`config.mk`:
```
export PLATFORM = sky130hd
export DESIGN_NAME = status_pager
export DESIGN_NICKNAME = d
export VERILOG_FILES = /design/src/rtl/status_pkg.sv /design/src/rtl/status_page_next.sv /design/src/rtl/status_pager.sv
export SDC_FILE = /design/constraint.sdc
export NUM_CORES = 1
export LEC_CHECK = 0
export BUFFER_PORTS_ARGS = -buffer_cell sky130_fd_sc_hd__buf_2
export CAP_MARGIN = 20
export CORE_ASPECT_RATIO = 0.7
export CORE_MARGIN = 2
export CORE_UTILIZATION = 45
export DETAILED_ROUTE_END_ITERATION = 10
export GPL_ROUTABILITY_DRIVEN = 0
export PLACE_DENSITY_LB_ADDON = 0.3
export SYNTH_ARGS = -nofsm -noshare
export SYNTH_HDL_FRONTEND = slang
export SYNTH_SLANG_ARGS = --single-unit
```
`constraint.sdc`:
```
create_clock -name clk_peripheral -period 3.5 [get_ports clk_peripheral]
set_input_delay 0.175 -clock clk_peripheral [delete_from_list [all_inputs] [get_ports clk_peripheral]]
set_output_delay 0.175 -clock clk_peripheral [all_outputs]
set_load 0.02 [all_outputs]
```
`src/rtl/status_pkg.sv`:
```
// Shared definitions for the status-display blocks: glyph codes and a
// constant clog2 helper usable in parameter expressions.
package status_pkg;

  localparam int CODE_W_DEF = 6;

  localparam logic [5:0] GLYPH_0     = 6'h00;
  localparam logic [5:0] GLYPH_1     = 6'h01;
  localparam logic [5:0] GLYPH_2     = 6'h02;
  localparam logic [5:0] GLYPH_3     = 6'h03;
  localparam logic [5:0] GLYPH_4     = 6'h04;
  localparam logic [5:0] GLYPH_5     = 6'h05;
  localparam logic [5:0] GLYPH_6     = 6'h06;
  localparam logic [5:0] GLYPH_7     = 6'h07;
  localparam logic [5:0] GLYPH_8     = 6'h08;
  localparam logic [5:0] GLYPH_9     = 6'h09;
  localparam logic [5:0] GLYPH_A     = 6'h0A;
  localparam logic [5:0] GLYPH_B     = 6'h0B;
  localparam logic [5:0] GLYPH_C     = 6'h0C;
  localparam logic [5:0] GLYPH_D     = 6'h0D;
  localparam logic [5:0] GLYPH_E     = 6'h0E;
  localparam logic [5:0] GLYPH_F     = 6'h0F;
  localparam logic [5:0] GLYPH_BLANK = 6'h10;
  localparam logic [5:0] GLYPH_DASH  = 6'h11;

  function automatic int clog2(input int v);
    int r;
    r = 0;
    for (int i = 0; i < 31; i++)
      if ((1 << i) < v) r = i + 1;
    return r;
  endfunction

endpackage

```
`src/rtl/status_page_next.sv`:
```
// Round-robin finder: first valid page after cur_page, wrapping back to
// cur_page itself; holds cur_page when nothing is valid.
module status_page_next import status_pkg::*; #(
  parameter  int PAGES = 4,
  localparam int PW    = clog2(PAGES)
) (
  input  logic [PAGES-1:0] page_valid_i,
  input  logic [PW-1:0]    cur_page_i,
  output logic [PW-1:0]    next_page_o,
  output logic             any_valid_o
);

  logic [PW-1:0] idx;

  // Scan from the farthest offset inward so the nearest valid page wins.
  always_comb begin
    idx         = '0;
    next_page_o = cur_page_i;
    any_valid_o = 1'b0;
    for (int i = PAGES; i >= 1; i--) begin
      idx = PW'((int'(cur_page_i) + i) % PAGES);
      if (page_valid_i[idx]) begin
        next_page_o = idx;
        any_valid_o = 1'b1;
      end
    end
  end

endmodule

```
`src/rtl/status_pager.sv`:
```
// Multi-page 7-segment code driver: manual/timed page rotation, a timed
// overlay page triggered by watch-vector changes, and per-digit blinking.
module status_pager import status_pkg::*; #(
  parameter  int DIGITS    = 8,
  parameter  int CODE_W    = CODE_W_DEF,
  parameter  int PAGES     = 4,
  parameter  int WATCH_W   = 5,
  parameter  int HOLD_DIV  = 23,
  parameter  int DWELL_DIV = 26,
  parameter  int BLINK_DIV = 24,
  localparam int PW        = clog2(PAGES)
) (
  input  logic                           clk_peripheral,
  input  logic                           peripheral_reset,
  input  logic [PAGES*DIGITS*CODE_W-1:0] page_data,
  input  logic [PAGES-1:0]               page_valid,
  input  logic [DIGITS-1:0]              blink_mask,
  input  logic [DIGITS*CODE_W-1:0]       overlay_data,
  input  logic [WATCH_W-1:0]             watch,
  input  logic                           retrigger,
  input  logic                           auto_rotate,
  input  logic [PW-1:0]                  page_sel,
  input  logic                           next_page,
  output logic [DIGITS*CODE_W-1:0]       display,
  output logic [PW-1:0]                  cur_page,
  output logic                           overlay_active
);

  localparam int                PV    = 1 << PW;
  localparam logic [CODE_W-1:0] BLANK = CODE_W'(GLYPH_BLANK);

  logic [PAGES-1:0][DIGITS-1:0][CODE_W-1:0] pages;
  logic [DIGITS-1:0][CODE_W-1:0]            ovl, disp_d, disp_q;
  logic [PV-1:0]                            valid_ext;

  logic [WATCH_W-1:0]   watch_q;
  logic [HOLD_DIV-1:0]  hold_d, hold_q;
  logic [DWELL_DIV-1:0] dwell_d, dwell_q;
  logic [BLINK_DIV-1:0] blink_d, blink_q;
  logic [PW-1:0]        page_d, cur_page_q, nxt;
  logic                 any_valid, change, blink_phase;

  assign pages       = page_data;
  assign ovl         = overlay_data;
  // Padded so out-of-range selects read as invalid rather than X.
  assign valid_ext   = PV'(page_valid);
  assign change      = (watch != watch_q);
  assign blink_phase = blink_q[BLINK_DIV-1];

  assign overlay_active = |hold_q;
  assign cur_page       = cur_page_q;
  assign display        = disp_q;

  status_page_next #(.PAGES(PAGES)) u_next (
    .page_valid_i (page_valid),
    .cur_page_i   (cur_page_q),
    .next_page_o  (nxt),
    .any_valid_o  (any_valid)
  );

  always_comb begin
    hold_d  = hold_q;
    dwell_d = dwell_q;
    page_d  = cur_page_q;
    blink_d = blink_q + BLINK_DIV'(1);
    if (change || retrigger)  hold_d = '1;
    else if (overlay_active)  hold_d = hold_q - HOLD_DIV'(1);
    // next_page wins over both the dwell timer and page_sel.
    if (next_page) begin
      dwell_d = '0;
      if (any_valid) page_d = nxt;
    end else if (auto_rotate) begin
      if (!overlay_active) begin
        dwell_d = dwell_q + DWELL_DIV'(1);
        if (&dwell_q && any_valid) page_d = nxt;
      end
    end else if (valid_ext[page_sel]) begin
      page_d = page_sel;
    end
  end

  for (genvar g = 0; g < DIGITS; g++) begin : g_dig
    assign disp_d[g] = overlay_active ? ovl[g] :
                       (!valid_ext[cur_page_q] || (blink_mask[g] && blink_phase)) ? BLANK :
                       pages[cur_page_q][g];
  end

  always_ff @(posedge clk_peripheral) begin
    if (peripheral_reset) begin
      watch_q    <= watch;
      hold_q     <= '1;
      dwell_q    <= '0;
      blink_q    <= '0;
      cur_page_q <= '0;
      disp_q     <= {DIGITS{BLANK}};
    end else begin
      watch_q    <= watch;
      hold_q     <= hold_d;
      dwell_q    <= dwell_d;
      blink_q    <= blink_d;
      cur_page_q <= page_d;
      disp_q     <= disp_d;
    end
  end

endmodule

```
==> results of run 1 <==
critical path: stages, from the launching register on:
cell	delay, ns
dfxtp_1	0.36
nor4_1	0.57
nor4bb_2	0.73
nand3_1	0.28
buf_2	0.24
where the power goes:
part           switching (mW)  internal (mW)
Sequential             0.0432           1.50
Clock                   0.617           1.14
Combinational           0.266          0.364
per-stage QoR:
step / util (%) / hold slack [ns] / setup WS [ns]
after floorplan: - / 0.203 / 1.08
after CTS: 66.8 / 0.120 / 0.708
after global routing: 67.1 / 0.121 / 0.528
after detailed placement: 58.9 / 0.305 / 0.857
after global placement: 58.9 / 0.303 / 0.958
final: 67.2 / 0.138 / 0.740
cell families (layout without fill, tap and decap cells):
family	count (synthesis)	count (layout)	synth area share (%)
mux	52	52	17.4
buf+inv	53	417	3.07
compound gates	69	69	7.01
other cells	0	8	0
fa+ha+maj	4	4	0.758
simple gates	360	360	27.0
flops	128	128	38.8
xor+xnor	45	45	5.97
state kept, by name, summed over array words and instances (netlist names):
name      cells
blink_q      24
cur_page      2
display      48
dwell_q      26
hold_q       23
watch_q       5
area by class of cell:
| type | instances | area [sq um] | share of cell area (%) |
|---|---|---|---|
| diodes | 8 | 20.0 | 0.211 |
| clock buffers | 26 | 510 | 5.37 |
| clock inverters | 5 | 75.1 | 0.790 |
| inverters | 12 | 45.0 | 0.474 |
| multi-input cells | 530 | 3870 | 40.7 |
| flip-flops and latches | 128 | 2570 | 27.0 |
| well taps | 190 | 238 | 2.50 |
| repair buffers | 374 | 2170 | 22.9 |
timing repair:
item,CTS,global route
endpoints found under the hold margin,53,0
hold buffers,53,0
gates resized for setup,0,0
setup buffers,0,0
cell usage in the layout, fill, tap and decap left out, types with 4 or more instances in the layout:
cell type      instances
buf_2                314
nand2_1              129
dfxtp_1              126
nand3_1               73
dlygate4sd3_1         53
mux4_2                50
nor2_1                46
xnor2_1               28
or3_1                 21
nor4_1                21
o21ai_0               18
clkbuf_16             18
xor2_1                17
nand4_1               15
a21oi_1               13
inv_1                 12
or4_1                 11
nor3_1                 9
diode_2                8
o22a_1                 8
buf_4                  6
o211ai_1               5
o31ai_1                5
nor2b_1                5
clkbuf_1               5
o41ai_1                4
or4_4                  4
ha_1                   4
routing by layer:
| metal | share of wire [%] | wire length, um | GRT usage, % | up-vias |
|---|---|---|---|---|
| met5 | 0 | 0 | 0 | - |
| met4 | 2.7 | 637 | 11.4 | 0 |
| met3 | 8.3 | 1960 | 8.87 | 65 |
| met2 | 49 | 11600 | 50.1 | 379 |
| met1 | 40 | 9290 | 34.7 | 3258 |
| li1 | - | - | - | 3337 |
final timing paths:
| kind | slack (ns) | start | end | cells after the start |
|---|---|---|---|---|
| max | 0.74 | hold_q[2]$_SDFFE_PP1P_ | overlay_active | 4 |
| min | 0.14 | next_page | dwell_q[25]$_SDFFE_PP0P_ | 3 |
| min reg2reg | 0.45 | blink_q[0]$_SDFF_PP0_ | blink_q[0]$_SDFF_PP0_ | 1 |
| max reg2reg | 0.80 | hold_q[2]$_SDFFE_PP1P_ | hold_q[16]$_SDFFE_PP1P_ | 6 |
==> flow_summary_export.csv, run 1 <==
group,metric,value,unit
hold_path,min_path_type,"input port to flip-flop",
sta,period_needed,2.76,ns
synthesis,yosysTopAreaCell,"dfxtp_1",
floorplan,die_area,15700,sq um
clock_tree,clk_pin_slew_worst_paths,0.05,ns
global_route,overflow,0,
synthesis,ys_async_sr_fraction,0,%
status,outcome,"finished clean",
detailed_routing,drc_errors,0,
final_layout,nets,1331,
floorplan,ios,315,
final_layout,fin_area,9500,sq um
synthesis,ys_ff_latch,128,
clock_tree,cts.sinks,128,
detailed_routing,num_vias,7039,
place,place_inst,1180,
final_layout,fillCellCount,1111,
detailed_routing,drtAntennaViolNets,0,
synthesis,synth_top_area_share,38.8,%
clock_tree,clk_latency,0.41,ns
floorplan,die_y,105,um
synthesis,synth_edf_count,0,
final_layout,instances_no_fill,1273,
detailed_routing,drt-vias-per-instance,5.53,
power_and_ir_drop,peakVddDrop,0.326,mV
synthesis,syn_area_per_cell,9.29,sq um
place,place_area,8340,sq um
synthesis,syn_inst,711,
global_route,grt_max_degree,54,
synthesis,syn_area,6600,sq um
synthesis,yosysMostFrequentCell,"nand2_1",
final_layout,area.growth.synth_to_final,43.9,%
synthesis,synth_area_leaders,"dfxtp_1 (39%), mux4_2 (17%), nand2_1 (7.3%), nand3_1 (5.5%), xnor2_1 (3.7%)",
global_route,grt_pass1_vias,6875,
sta,tightest_slew,0.782,ns
detailed_routing,drt_pass1_iterations,6,
sta,period_share,78.8,%
critical_path,crit_required,3.32,ns
global_route,antenna_found_initial,6,
detailed_routing,wl_per_cell,18.4,um
sta,setup_violations,0,
detailed_routing,wirelength,23500,um
synthesis,syn_nets,979,
final_layout,drive_gt1_share,38.5,%
floorplan,floorplan.initialDensity,46.7,%
sta,finalClockSkew,0.00910,ns
clock_tree,cts_buffers,17,
sta,maxSlewViolCount,0,
place,dpl.hpwl,17100,um
sta,hold_violations,0,
global_route,grt_use_total,29.4,%
critical_path,critPathKind,"flip-flop to primary output",
sta,setup-tns-final,0,ns
power_and_ir_drop,finalPower,3.93,mW
synthesis,yosys_warnings,0,
power_and_ir_drop,p_leak,3.94,nW
place,port_buffers,314,
floorplan,rows,36,
critical_path,cp-start-kind,"flip-flop",
run,maxCapViolations,0,
clock_tree,cts_tree,"yes",
critical_path,cp_max_fo,7,
sta,rsz0062_at_grt,"false",
clock_tree,clk_path_buf_depth,2,
synthesis,synth-seq-area-share,38.8,%
critical_path,worstSetupEndpointType,"primary output",
clock_tree,clock-root-buffer,"clkbuf_16",
power_and_ir_drop,power_density,414,nW/um^2
global_route,grt_first_pass_wirelength,35600,um
sta,slew_headroom,47.9,%
detailed_routing,drt_iter0_markers,533,
sta,fmax,0.362,GHz
clock_tree,h-tree-depth,4,
synthesis,synth.distinct_cells,52,
synthesis,synth_commonest_cells,"nand2_1 (129), dfxtp_1 (128), nand3_1 (73), mux4_2 (50), nor2_1 (46)",
critical_path,cp.arrival,2.58,ns
floorplan,die_x,149,um
floorplan,fp.coreArea,14100,sq um
synthesis,ys.flop_type,"dfxtp_1",
No activity file was read; power rests on OpenSTA's default activity.
==> run 2, diff against run 1 <==
==> constraint.sdc (replaced) <==
create_clock -name clk_peripheral -period 2.8 [get_ports clk_peripheral]
set_input_delay 0.14 -clock clk_peripheral [delete_from_list [all_inputs] [get_ports clk_peripheral]]
set_output_delay 0.14 -clock clk_peripheral [all_outputs]
set_load 0.02 [all_outputs]
==> flow_summary_export.csv, run 2 (same netlist as run 1, synthesis figures left out) <==
group,metric,value,unit
status,outcome,"finished clean",
final_layout,largest_reg_flops,48,
sta,hold_violations,0,
clock_tree,clk_latency,0.41,ns
global_route,overflow,0,
clock_tree,cts_buffers,17,
detailed_routing,drt_pass1_iterations,5,
floorplan,fp.coreArea,14100,sq um
place,port_buffers,314,
critical_path,r2r-start,"hold_q[6]$_SDFFE_PP1P_",
detailed_routing,num_vias,7112,
final_layout,drive_gt1_share,39.3,%
critical_path,reg2reg_slack,0.22,ns
floorplan,die_x,149,um
final_layout,final_cell_mix,"buf_2 (314), nand2_1 (129), dfxtp_1 (126)",
sta,maxSlewViolCount,0,
clock_tree,ctsResizeCount,0,
clock_tree,clk_pin_slew_worst_paths,0.06,ns
critical_path,cp.arrival,2.86,ns
clock_tree,clk_path_buf_depth,2,
sta,rsz0062_at_grt,"false",
critical_path,crit_path_top_delay_cell,"or4_1",
global_route,grt_first_pass_wirelength,35900,um
floorplan,die_area,15700,sq um
clock_tree,cts_tree,"yes",
detailed_routing,drt-vias-per-instance,5.56,
critical_path,crit_required,3.08,ns
critical_path,path_buf_inv,1,
detailed_routing,drt_iter0_markers,616,
clock_tree,cts.sinks,128,
run,maxCapViolations,0,
detailed_routing,drc_errors,0,
power_and_ir_drop,p_leak,3.99,nW
global_route,grt_max_degree,49,
detailed_routing,wirelength,23800,um
sta,finalClockSkew,0.00963,ns
detailed_routing,drtAntennaViolNets,0,
place,post-place-ws,0.243,ns
floorplan,floorplan.initialDensity,46.7,%
floorplan,rows,36,
critical_path,reg2reg_depth,6,
global_route,antenna_found_initial,6,
hold_path,whs_path_depth,3,
hold_path,min_path_type,"input port to flip-flop",
critical_path,r2r-end,"dwell_q[25]$_SDFFE_PP0P_",
critical_path,cpLargestDelayFamily,"simple AND/OR/NAND/NOR gates",
global_route,grt_use_total,29.7,%
place,dpl.hpwl,17100,um
critical_path,crit_chain,"or4_4 -> nand4bb_1 -> buf_4 -> or4_1 -> o311ai_0 -> o41ai_1",
global_route,grt_pass1_vias,6926,
critical_path,cp_max_fo,20,
floorplan,ios,315,
clock_tree,clock-root-buffer,"clkbuf_16",
power_and_ir_drop,peakVddDrop,0.497,mV
sta,setup-tns-final,0,ns
detailed_routing,wl_per_cell,18.6,um
critical_path,critPathKind,"flip-flop to flip-flop",
final_layout,nets,1339,
final_layout,fillCellCount,1110,
hold_path,holdPathEnd,"dwell_q[25]$_SDFFE_PP0P_",
sta,period_needed,2.58,ns
critical_path,cp-start-kind,"flip-flop",
sta,fmax,0.387,GHz
sta,tightest_slew,0.563,ns
critical_path,worstSetupEndpointType,"flip-flop",
sta,layout_setup_ws,0.216,ns
floorplan,die_y,105,um
hold_path,min_from,"next_page",
clock_tree,h-tree-depth,4,
sta,setup_violations,0,
final_layout,area.growth.synth_to_final,45.6,%
sta,period_share,92.3,%
sta,slew_headroom,62.4,%
final_layout,fin_util,68.0,%
final_layout,final_common_cell,"buf_2",
critical_path,cp_slowest_stage_delay,0.59,ns
power_and_ir_drop,power_density,522,nW/um^2
[run 2: worst reg2reg max path, stage by stage (launching register included)]
cell and delay (ns):
dfxtp_1 0.35, or4_4 0.58, nand4bb_1 0.21, buf_4 0.21
or4_1 0.60, o311ai_0 0.37, o41ai_1 0.14
[run 2: layout make-up]
| class | instances | area (sq um) | area share (%) |
|---|---|---|---|
| inverter | 12 | 45.0 | 0.469 |
| clock inverter | 9 | 130 | 1.35 |
| multi-input combinational | 530 | 3870 | 40.3 |
| clock buffer | 23 | 488 | 5.08 |
| timing repair buffer | 382 | 2260 | 23.5 |
| tap | 190 | 238 | 2.47 |
| sequential | 128 | 2570 | 26.7 |
| antenna | 6 | 15.0 | 0.156 |
[run 2: layer usage]
layer / track usage, % / share of wire [%] / vias to the layer above
met5: 0 / 0 / -
met4: 14.2 / 3.7 / 0
met3: 8.27 / 8.6 / 72
met2: 49.1 / 48 / 377
met1: 35.9 / 40 / 3316
li1: - / - / 3347
[run 2: worst max-delay path by stage]
stage,depth (start not counted),slack (ns),end,start
after floorplan,6,0.38,dwell_q[17]$_SDFFE_PP0P_,hold_q[14]$_SDFFE_PP1P_
after global placement,6,0.31,dwell_q[8]$_SDFFE_PP0P_,hold_q[6]$_SDFFE_PP1P_
after detailed placement,6,0.24,dwell_q[25]$_SDFFE_PP0P_,hold_q[6]$_SDFFE_PP1P_
after CTS,6,0.21,dwell_q[25]$_SDFFE_PP0P_,hold_q[6]$_SDFFE_PP1P_
after global routing,6,0.05,dwell_q[25]$_SDFFE_PP0P_,hold_q[6]$_SDFFE_PP1P_
final,6,0.22,dwell_q[25]$_SDFFE_PP0P_,hold_q[6]$_SDFFE_PP1P_
[run 2: timing repair]
action,CTS,global route
hold endpoints to repair,53,0
hold buffers,53,0
setup buffers,0,0
[run 2: metrics by stage]
| step | power (mW) | hold WS (ns) | std cells | cell area [sq um] |
|---|---|---|---|---|
| final | 5.02 | 0.110 | 1280 | 9610 |
| after global routing | 5.19 | 0.125 | 1278 | 9610 |
| after CTS | 5.04 | 0.0875 | 1273 | 9570 |
| after detailed placement | 2.68 | 0.271 | 1188 | 8420 |
| after global placement | 2.68 | 0.268 | 1188 | 8420 |
| after floorplan | 2.37 | 0.168 | 711 | 6600 |
[run 2: power breakdown]
group	leakage, nW	switching, mW	total (mW)	internal, mW
logic	2.65	0.332	0.793	0.461
clock network	0.291	0.808	2.30	1.49
registers	1.05	0.0569	1.93	1.87
total	3.99	1.20	5.02	3.83
